`src/rtl/fetch_program_controller_pkg.sv`:
```
// Shared definitions for the fetch/program controller:
// state encodings, UART command bytes and the end-of-program marker.
package fetch_program_controller_pkg;

    typedef enum logic [2:0] {
        ST_IDLE     = 3'd0,
        ST_LOAD     = 3'd1,
        ST_WRITE    = 3'd2,
        ST_READY    = 3'd3,
        ST_RUN      = 3'd4,
        ST_STEP     = 3'd5,
        ST_STEP_ONE = 3'd6,
        ST_DONE     = 3'd7
    } state_t;

    localparam logic [7:0] CMD_LOAD = 8'h4C;
    localparam logic [7:0] CMD_CONT = 8'h43;
    localparam logic [7:0] CMD_STEP = 8'h53;
    localparam logic [7:0] CMD_NEXT = 8'h4E;

    localparam logic [31:0] HALT_WORD = 32'hFFFF_FFFF;

    function automatic logic is_cmd(
        input logic       valid,
        input logic [7:0] data,
        input logic [7:0] cmd
    );
        return valid && (data == cmd);
    endfunction

endpackage

```
`src/rtl/fetch_program_controller_assembler.sv`:
```
// Big-endian byte-to-word packer; word/word_done are valid in the
// same cycle as the 4th byte so the controller can register them.
module byte_word_assembler (
    input  logic        clk,
    input  logic        reset,
    input  logic        clear,
    input  logic [7:0]  rx_data,
    input  logic        rx_valid,
    output logic [31:0] word,
    output logic        word_done
);

    logic [23:0] acc;
    logic [1:0]  cnt;

    always_ff @(posedge clk or posedge reset) begin
        if (reset) begin
            acc <= '0;
            cnt <= '0;
        end else if (clear) begin
            acc <= '0;
            cnt <= '0;
        end else if (rx_valid) begin
            acc <= {acc[15:0], rx_data};
            cnt <= cnt + 2'd1;
        end
    end

    assign word      = {acc, rx_data};
    assign word_done = rx_valid && !clear && (cnt == 2'd3);

endmodule

```
`src/rtl/fetch_program_controller.sv`:
```
// Loads a byte stream into instruction memory, then runs the
// pipeline continuously or one enabled cycle per 'N' command.
module fetch_program_controller #(
    parameter int LENGTH    = 32,
    parameter int MEM_DEPTH = 64,
    parameter int ADDR_STEP = 4,
    parameter logic [LENGTH-1:0] HALT_WORD =
        LENGTH'(fetch_program_controller_pkg::HALT_WORD)
) (
    input  logic              clk,
    input  logic              reset,
    input  logic [7:0]        rx_data,
    input  logic              rx_valid,
    input  logic              halt_detected,
    output logic              mips_enable,
    output logic              pc_enable,
    output logic              wr_memory_instruction_enable,
    output logic [LENGTH-1:0] instruction_to_write,
    output logic [LENGTH-1:0] address_to_write,
    output logic              program_loaded,
    output logic              overflow,
    output logic [2:0]        state_o
);

    import fetch_program_controller_pkg::*;

    localparam logic [LENGTH-1:0] LAST_ADDR =
        LENGTH'((MEM_DEPTH - 1) * ADDR_STEP);

    state_t      state;
    logic [31:0] asm_word;
    logic        asm_done;
    logic        c_load;
    logic        c_cont;
    logic        c_step;
    logic        c_next;

    assign c_load  = is_cmd(rx_valid, rx_data, CMD_LOAD);
    assign c_cont  = is_cmd(rx_valid, rx_data, CMD_CONT);
    assign c_step  = is_cmd(rx_valid, rx_data, CMD_STEP);
    assign c_next  = is_cmd(rx_valid, rx_data, CMD_NEXT);
    assign state_o = state;

    // Outside LOAD the packer is held clear, so every word starts
    // at byte 0 and bytes arriving during WRITE are dropped.
    byte_word_assembler u_asm (
        .clk       (clk),
        .reset     (reset),
        .clear     (state != ST_LOAD),
        .rx_data   (rx_data),
        .rx_valid  (rx_valid),
        .word      (asm_word),
        .word_done (asm_done)
    );

    always_ff @(posedge clk or posedge reset) begin
        if (reset) begin
            state                        <= ST_IDLE;
            mips_enable                  <= 1'b0;
            pc_enable                    <= 1'b0;
            wr_memory_instruction_enable <= 1'b0;
            instruction_to_write         <= '0;
            address_to_write             <= '0;
            program_loaded               <= 1'b0;
            overflow                     <= 1'b0;
        end else begin
            wr_memory_instruction_enable <= 1'b0;
            mips_enable                  <= 1'b0;
            pc_enable                    <= 1'b0;
            unique case (state)
                ST_IDLE, ST_DONE: begin
                    if (c_load) begin
                        state            <= ST_LOAD;
                        address_to_write <= '0;
                        overflow         <= 1'b0;
                        program_loaded   <= 1'b0;
                    end
                end
                ST_LOAD: begin
                    if (asm_done) begin
                        state                        <= ST_WRITE;
                        instruction_to_write         <= LENGTH'(asm_word);
                        wr_memory_instruction_enable <= 1'b1;
                    end
                end
                ST_WRITE: begin
                    if (instruction_to_write == HALT_WORD) begin
                        state          <= ST_READY;
                        program_loaded <= 1'b1;
                    end else if (address_to_write == LAST_ADDR) begin
                        state          <= ST_READY;
                        overflow       <= 1'b1;
                        program_loaded <= 1'b1;
                    end else begin
                        state            <= ST_LOAD;
                        address_to_write <= address_to_write
                                          + LENGTH'(ADDR_STEP);
                    end
                end
                ST_READY: begin
                    if (c_load) begin
                        state            <= ST_LOAD;
                        address_to_write <= '0;
                        overflow         <= 1'b0;
                        program_loaded   <= 1'b0;
                    end else if (c_cont && program_loaded) begin
                        state       <= ST_RUN;
                        mips_enable <= 1'b1;
                        pc_enable   <= 1'b1;
                    end else if (c_step && program_loaded) begin
                        state <= ST_STEP;
                    end
                end
                ST_RUN: begin
                    if (halt_detected) begin
                        state <= ST_DONE;
                    end else begin
                        mips_enable <= 1'b1;
                        pc_enable   <= 1'b1;
                    end
                end
                ST_STEP: begin
                    if (halt_detected) begin
                        state <= ST_DONE;
                    end else if (c_next) begin
                        state       <= ST_STEP_ONE;
                        mips_enable <= 1'b1;
                        pc_enable   <= 1'b1;
                    end
                end
                ST_STEP_ONE: begin
                    state <= ST_STEP;
                end
                default: begin
                    state <= ST_IDLE;
                end
            endcase
        end
    end

endmodule

```
`config.mk`:
```
export PLATFORM = sky130hd
export DESIGN_NAME = fetch_program_controller
export DESIGN_NICKNAME = d
export VERILOG_FILES = /design/src/rtl/fetch_program_controller_pkg.sv /design/src/rtl/fetch_program_controller_assembler.sv /design/src/rtl/fetch_program_controller.sv
export SDC_FILE = /design/constraint.sdc
export NUM_CORES = 1
export LEC_CHECK = 0
export CORE_UTILIZATION = 52
export CTS_CLUSTER_DIAMETER = 40
export DETAILED_ROUTE_END_ITERATION = 10
export PLACE_DENSITY = 0.79
export SLEW_MARGIN = 20
export SYNTH_ARGS = -nofsm -noshare
export SYNTH_HDL_FRONTEND = slang
export SYNTH_SLANG_ARGS = --single-unit
```
`constraint.sdc`:
```
create_clock -name clk -period 3.4 [get_ports clk]
set_input_delay 0.34 -clock clk [delete_from_list [all_inputs] [get_ports clk]]
set_output_delay 0.34 -clock clk [all_outputs]
set_load 0.01 [all_outputs]
```
Yosys cells after proc, flatten, opt, wreduce, memory -nomap -nowiden
Cells that the tools add are included.
- reduce and logical (&&, ||, !) cells: 19
- add/sub/neg operators: 2
- equal/unequal tests: 25
- muxes and demuxes: 33
- operator list (kind ; count):
    2-to-1 mux 32 bit ; 3
    one-hot mux 32 bit (2 select lines) ; 1
    2-to-1 mux 24 bit ; 2
    adder 32 x 3 -> 32 bit, second input constant ; 1
    equality test 32 bit, second input constant ; 1
    equality test 32 x 8 -> 1 bit, second input constant ; 1
    equality test 8 x 7 -> 1 bit, second input constant ; 4
    2-to-1 mux 3 bit ; 8
    one-hot mux 3 bit (7 select lines) ; 1
    equality test 3 bit, second input constant ; 4
    inequality test 2 bit, second input constant ; 6
    2-to-1 mux 1 bit ; 11
    logical AND 1 bit ; 8
    2-to-1 mux 2 bit ; 4
    AND reduction 4 bit ; 2
    equality test 3 x 2 -> 1 bit, second input constant ; 2
    inequality test 3 bit, second input constant ; 2
    AND reduction 5 bit ; 1
    inequality test 4 bit, second input constant ; 1
    one-hot mux 1 bit (2 select lines) ; 2
    nonzero test 2 bit ; 2
    equality test 3 x 1 -> 1 bit, second input constant ; 1
    zero test 3 bit ; 1
    inequality test 3 x 1 -> 1 bit, second input constant ; 1
    9 further kinds ; 9
- output and inout bits: 72
- bits of input ports: 12
- bits in registers: 97
- word-level logic and storage cells: 88

Logic depth before layout (Yosys ltp)
- word-level depth: 7
- mapped depth: 8

Cells and area by module
A second synthesis with hierarchy kept.
- cells, all modules: 404
- area total of the unflattened synthesis: 4531.8 µm²
- by module, submodules not included (module ; cells an instance ; times used ; area each (µm²) ; sequential area each (µm²)):
    fetch_program_controller ; 308 ; 1 ; 3372.0 ; 1726.7
    byte_word_assembler ; 96 ; 1 ; 1159.9 ; 650.6

Worst setup path after synthesis
No wires, ideal clock.
- kind: reg2reg
- start point: register address_to_write[8]
- end point: register address_to_write[26]
- clock period less this slack: 1.928 ns
- slack: 1.472 ns
- arrival time: 1.855 ns
- path buffers: 0
- stages on the path, launching flop included: 6
- path through: dfrtp_1 -> nand4_4 -> nor4_4 -> nand3_2 -> or4_4 -> a21oi_2
- cells in the longest elaborated chain, start to end: 4
- RTL lines (item ; RTL line ; source):
    from (decl) ; fetch_program_controller.sv:19 ; output logic [LENGTH-1:0] address_to_write,
    from (signal assigned) ; fetch_program_controller.sv:96 ; address_to_write <= address_to_write
    adder 32 x 3 -> 32 bit ; fetch_program_controller.sv:97 ; + LENGTH'(ADDR_STEP);
    2-to-1 mux 32 bit ; fetch_program_controller.sv:90 ; end else if (address_to_write == LAST_ADDR) begin
    2-to-1 mux 32 bit ; fetch_program_controller.sv:87 ; if (instruction_to_write == HALT_WORD) begin
    one-hot mux 32 bit (2 select lines) ; fetch_program_controller.sv:70 ; unique case (state)
Several ways; a longest one is shown, not always the timed one. The select of a mux whose other input is x is not followed.
A chain may end at the register's enable or synchronous reset.

Worst setup path after layout
- start point: input port rx_valid
- end point: register address_to_write[25]
- cells in the longest elaborated chain, start to end: 3
- RTL lines (item ; RTL line ; source):
    from (decl) ; fetch_program_controller.sv:13 ; input logic rx_valid,
    logical AND 1 bit ; fetch_program_controller_pkg.sv:28 ; return valid && (data == cmd);
    inequality test 2 x 1 -> 1 bit (no source line) ; -- ;
    AND reduction 4 bit (no source line) ; -- ;
Every way passes these cells.

==> impl_metrics.toml <==
[status]
status = "finished, final reports clean"

[power]
p_comb_share_pct = 28.6
power_density_nw_per_um2 = 585
ir_worst_vdd_v = 0.000325
p_clk_share_pct = 22.4
seqPwrFrac_pct = 49.0
p_int_mw = 2.20
power_mw = 3.32
p_sw_mw = 1.12
switching_share_pct = 33.6
p_leak_nw = 2.31

[synth]
yosysSeqAreaShare_pct = 52.1
synthAdderAreaFrac_pct = 0.548
post_synth_mux_area_share_pct = 14.9
synth-xor-area-share_pct = 0.192
synth_compound_area_share_pct = 9.70
ys_top_cells_by_count = "dfrtp_1, nor2_1, mux2_2, mux2i_1, nand2_1"
yosys.cell_types.count = 49
synth_edf_count = 0
synthArstFlopShare_pct = 100
synth_ff_type = "dfrtp_1"
synth_area_leader_cell = "dfrtp_1"
synth.area.top_cells = "dfrtp_1, mux2_2, mux2i_1"
syn_avg_cell_area_sq_um = 10.9
yosys_warnings = 0
syn_inst = 419
synth_top_area_share_pct = 52.1
synthMostInstantiatedCell = "dfrtp_1"
ys_ff_latch = 95
netlist_area_sq_um = 4570
synth_top_family_by_area = "simple AND/OR/NAND/NOR gates"
yosys.area_share.simple_pct = 19.5

[clock_tree]
numCtsBuffers = 9
postCtsHoldBufs = 0
cts_resized = 0
cts_buffer_depth = 2
clock-root-buffer = "clkbuf_8"
cts_tree = "built"
htree_levels = 3
clkSlewWorstSetupHoldPaths_ps = 100
cts_sinks = 95
post_cts_buffers = 0
insertion_delay_ps = 360

[cells_and_area]
multi_input_comb_area_sq_um = 2060
final_nets = 508
fillCellCount = 645
final_util_pct = 67.9
area_delta_synth_final_pct = 24.1
antenna_cells = 0
seqCellArea_sq_um = 2380
drive_above_1_share_pct = 13.6

[timing]
clock_skew_ps = 9.38
hold_ws_ps = 386
layout_min_cycle_time_ps = 2400
relSlewSlack_pct = 59.1
maxSlewViolCount = 0
hold_viol_final = 0
finalSetupViolations = 0
tightest_slew_ps = 614
timing.setup.tns_ps = 0
rsz0062_at_grt = "false"
finalCritPeriodShare_pct = 70.6
max_freq_mhz = 416

[global_route]
grt.overflow.total = 0
grt_max_degree = 96
track_usage_pct = 24.5
grt_pass1_wl_um = 17300
grt_pass1_vias = 3473
antenna_found_initial = 0

[drt]
drt_iter0_drc = 217
drc_errors = 0
vias = 3685
first_pass_iters = 4
drtAntennaViolNets = 0
wl_um = 10600
via_per_inst = 6.10
wire_per_inst_um = 17.5

[setup_path]
cp_data_arrival_time_ps = 2640
crit_path_max_fanout = 15
cp_slowest_cell = "or4bb_1"
start_kind = "input port"
cp.required_ps = 3640
rrSetupSlack_ps = 1240
path_cells = "clkdlybuf4s50_1, or4bb_1, nor3_2, and2_1, buf_4, a21oi_1"
max_stage_delay_ps = 610
crit_path_end_kind = "flop"
critPathKind = "in -> reg"

[floorplanning]
fp.dieW_um = 95.7
ios = 84
die_area_sq_um = 9160
die_h_um = 95.7
fp-row-count = 33
start_util_pct = 54.8
core_area_sq_um = 8340

[hold_path]
hold_class = "in -> async"

[run]
maxCapViolCount = 0

[placed_design]
dp_hpwl_um = 7190
portBuffers = 81
gp_congestion = 0.839
[cell type report]
| cell class | count | share of cell area (%) |
|---|---|---|
| sequential | 95 | 42.0 |
| timing repair buffer | 89 | 15.6 |
| inverter | 4 | 0.287 |
| multi-input combinational | 295 | 36.4 |
| clock inverter | 6 | 1.02 |
| tap | 105 | 2.32 |
| clock buffer | 10 | 2.43 |
[placed cells by master (no fill, tap or decap), types with 4 or more instances in the layout]
master	count
clkbuf_8	10
mux2_2	32
o21ai_0	8
a21oi_1	16
nand4_1	16
and2_1	5
nor3_1	4
o211ai_1	7
or4_1	18
nand2_1	32
mux2i_1	32
nor4_1	10
nor2_1	38
o31ai_1	19
nand3_1	13
and3_1	5
buf_4	7
dfrtp_1	95
inv_6	4
clkdlybuf4s50_1	81
[sequential cells by signal, indices dropped and copies added (netlist names)]
name,count
program_loaded,1
state_o,3
pc_enable,1
address_to_write,30
instruction_to_write,32
u_asm.acc,24
overflow,1
u_asm.cnt,2
wr_memory_instruction_enable,1
[power groups by stage]
stage                     logic (mW)  registers (mW)  clock network, mW
after detailed placement       0.954            1.64                  0
after CTS                      0.961            1.62              0.752
after floorplan                0.426            1.64                  0
after global placement         0.935            1.63                  0
after global routing            1.03            1.66              0.811
final                          0.949            1.62              0.744
[path summary, 6_finish.rpt]
path / start / endpoint / cells past startpoint
worst max register to register: instruction_to_write[12]$_DFFE_PP0P_ / address_to_write[3]$_DFFE_PP0P_ / 6
min in group clk: u_asm.acc[17]$_DFFE_PP0P_ / instruction_to_write[25]$_DFFE_PP0P_ / 1
worst min-delay path: reset / instruction_to_write[1]$_DFFE_PP0P_ / 3
max in group asynchronous: reset / address_to_write[12]$_DFFE_PP0P_ / 3
worst min register to register: u_asm.acc[17]$_DFFE_PP0P_ / instruction_to_write[25]$_DFFE_PP0P_ / 1
worst max-delay path: rx_valid / address_to_write[25]$_DFFE_PP0P_ / 6
[critical path: cells and delay by family]
family	cells	cell delay, ps
buf+inv	2	720
compound gates	1	50
simple gates	3	1530
[cell families (layout without fill, tap and decap cells)]
kind of cell             count (synthesis)  in the layout
XOR/XNOR                                 1              1
buffers and inverters                   30            109
AO/OA/AOI/OAI                           66             66
flip-flops                              95             95
multiplexers                            64             64
adder cells (fa/ha/maj)                  2              2
other                                    1              2
AND/OR/NAND/NOR                        160            160
[metrics by stage]
stage | instances | area [sq um] | setup WS, ps
final | 604 | 5670 | 999
after global routing | 604 | 5670 | 822
after CTS | 604 | 5670 | 1010
after detailed placement | 588 | 5470 | 606
after global placement | 588 | 5470 | 682
after floorplan | 420 | 4570 | 583
[routing by layer]
| metal | routed length [um] | track usage (%) |
|---|---|---|
| met1 | 4740 | 33.7 |
| met2 | 5150 | 39.9 |
| met3 | 553 | 4.19 |
| met4 | 119 | 7.21 |
| met5 | 0 | 0 |
No activity file was read; power rests on OpenSTA's default activity.
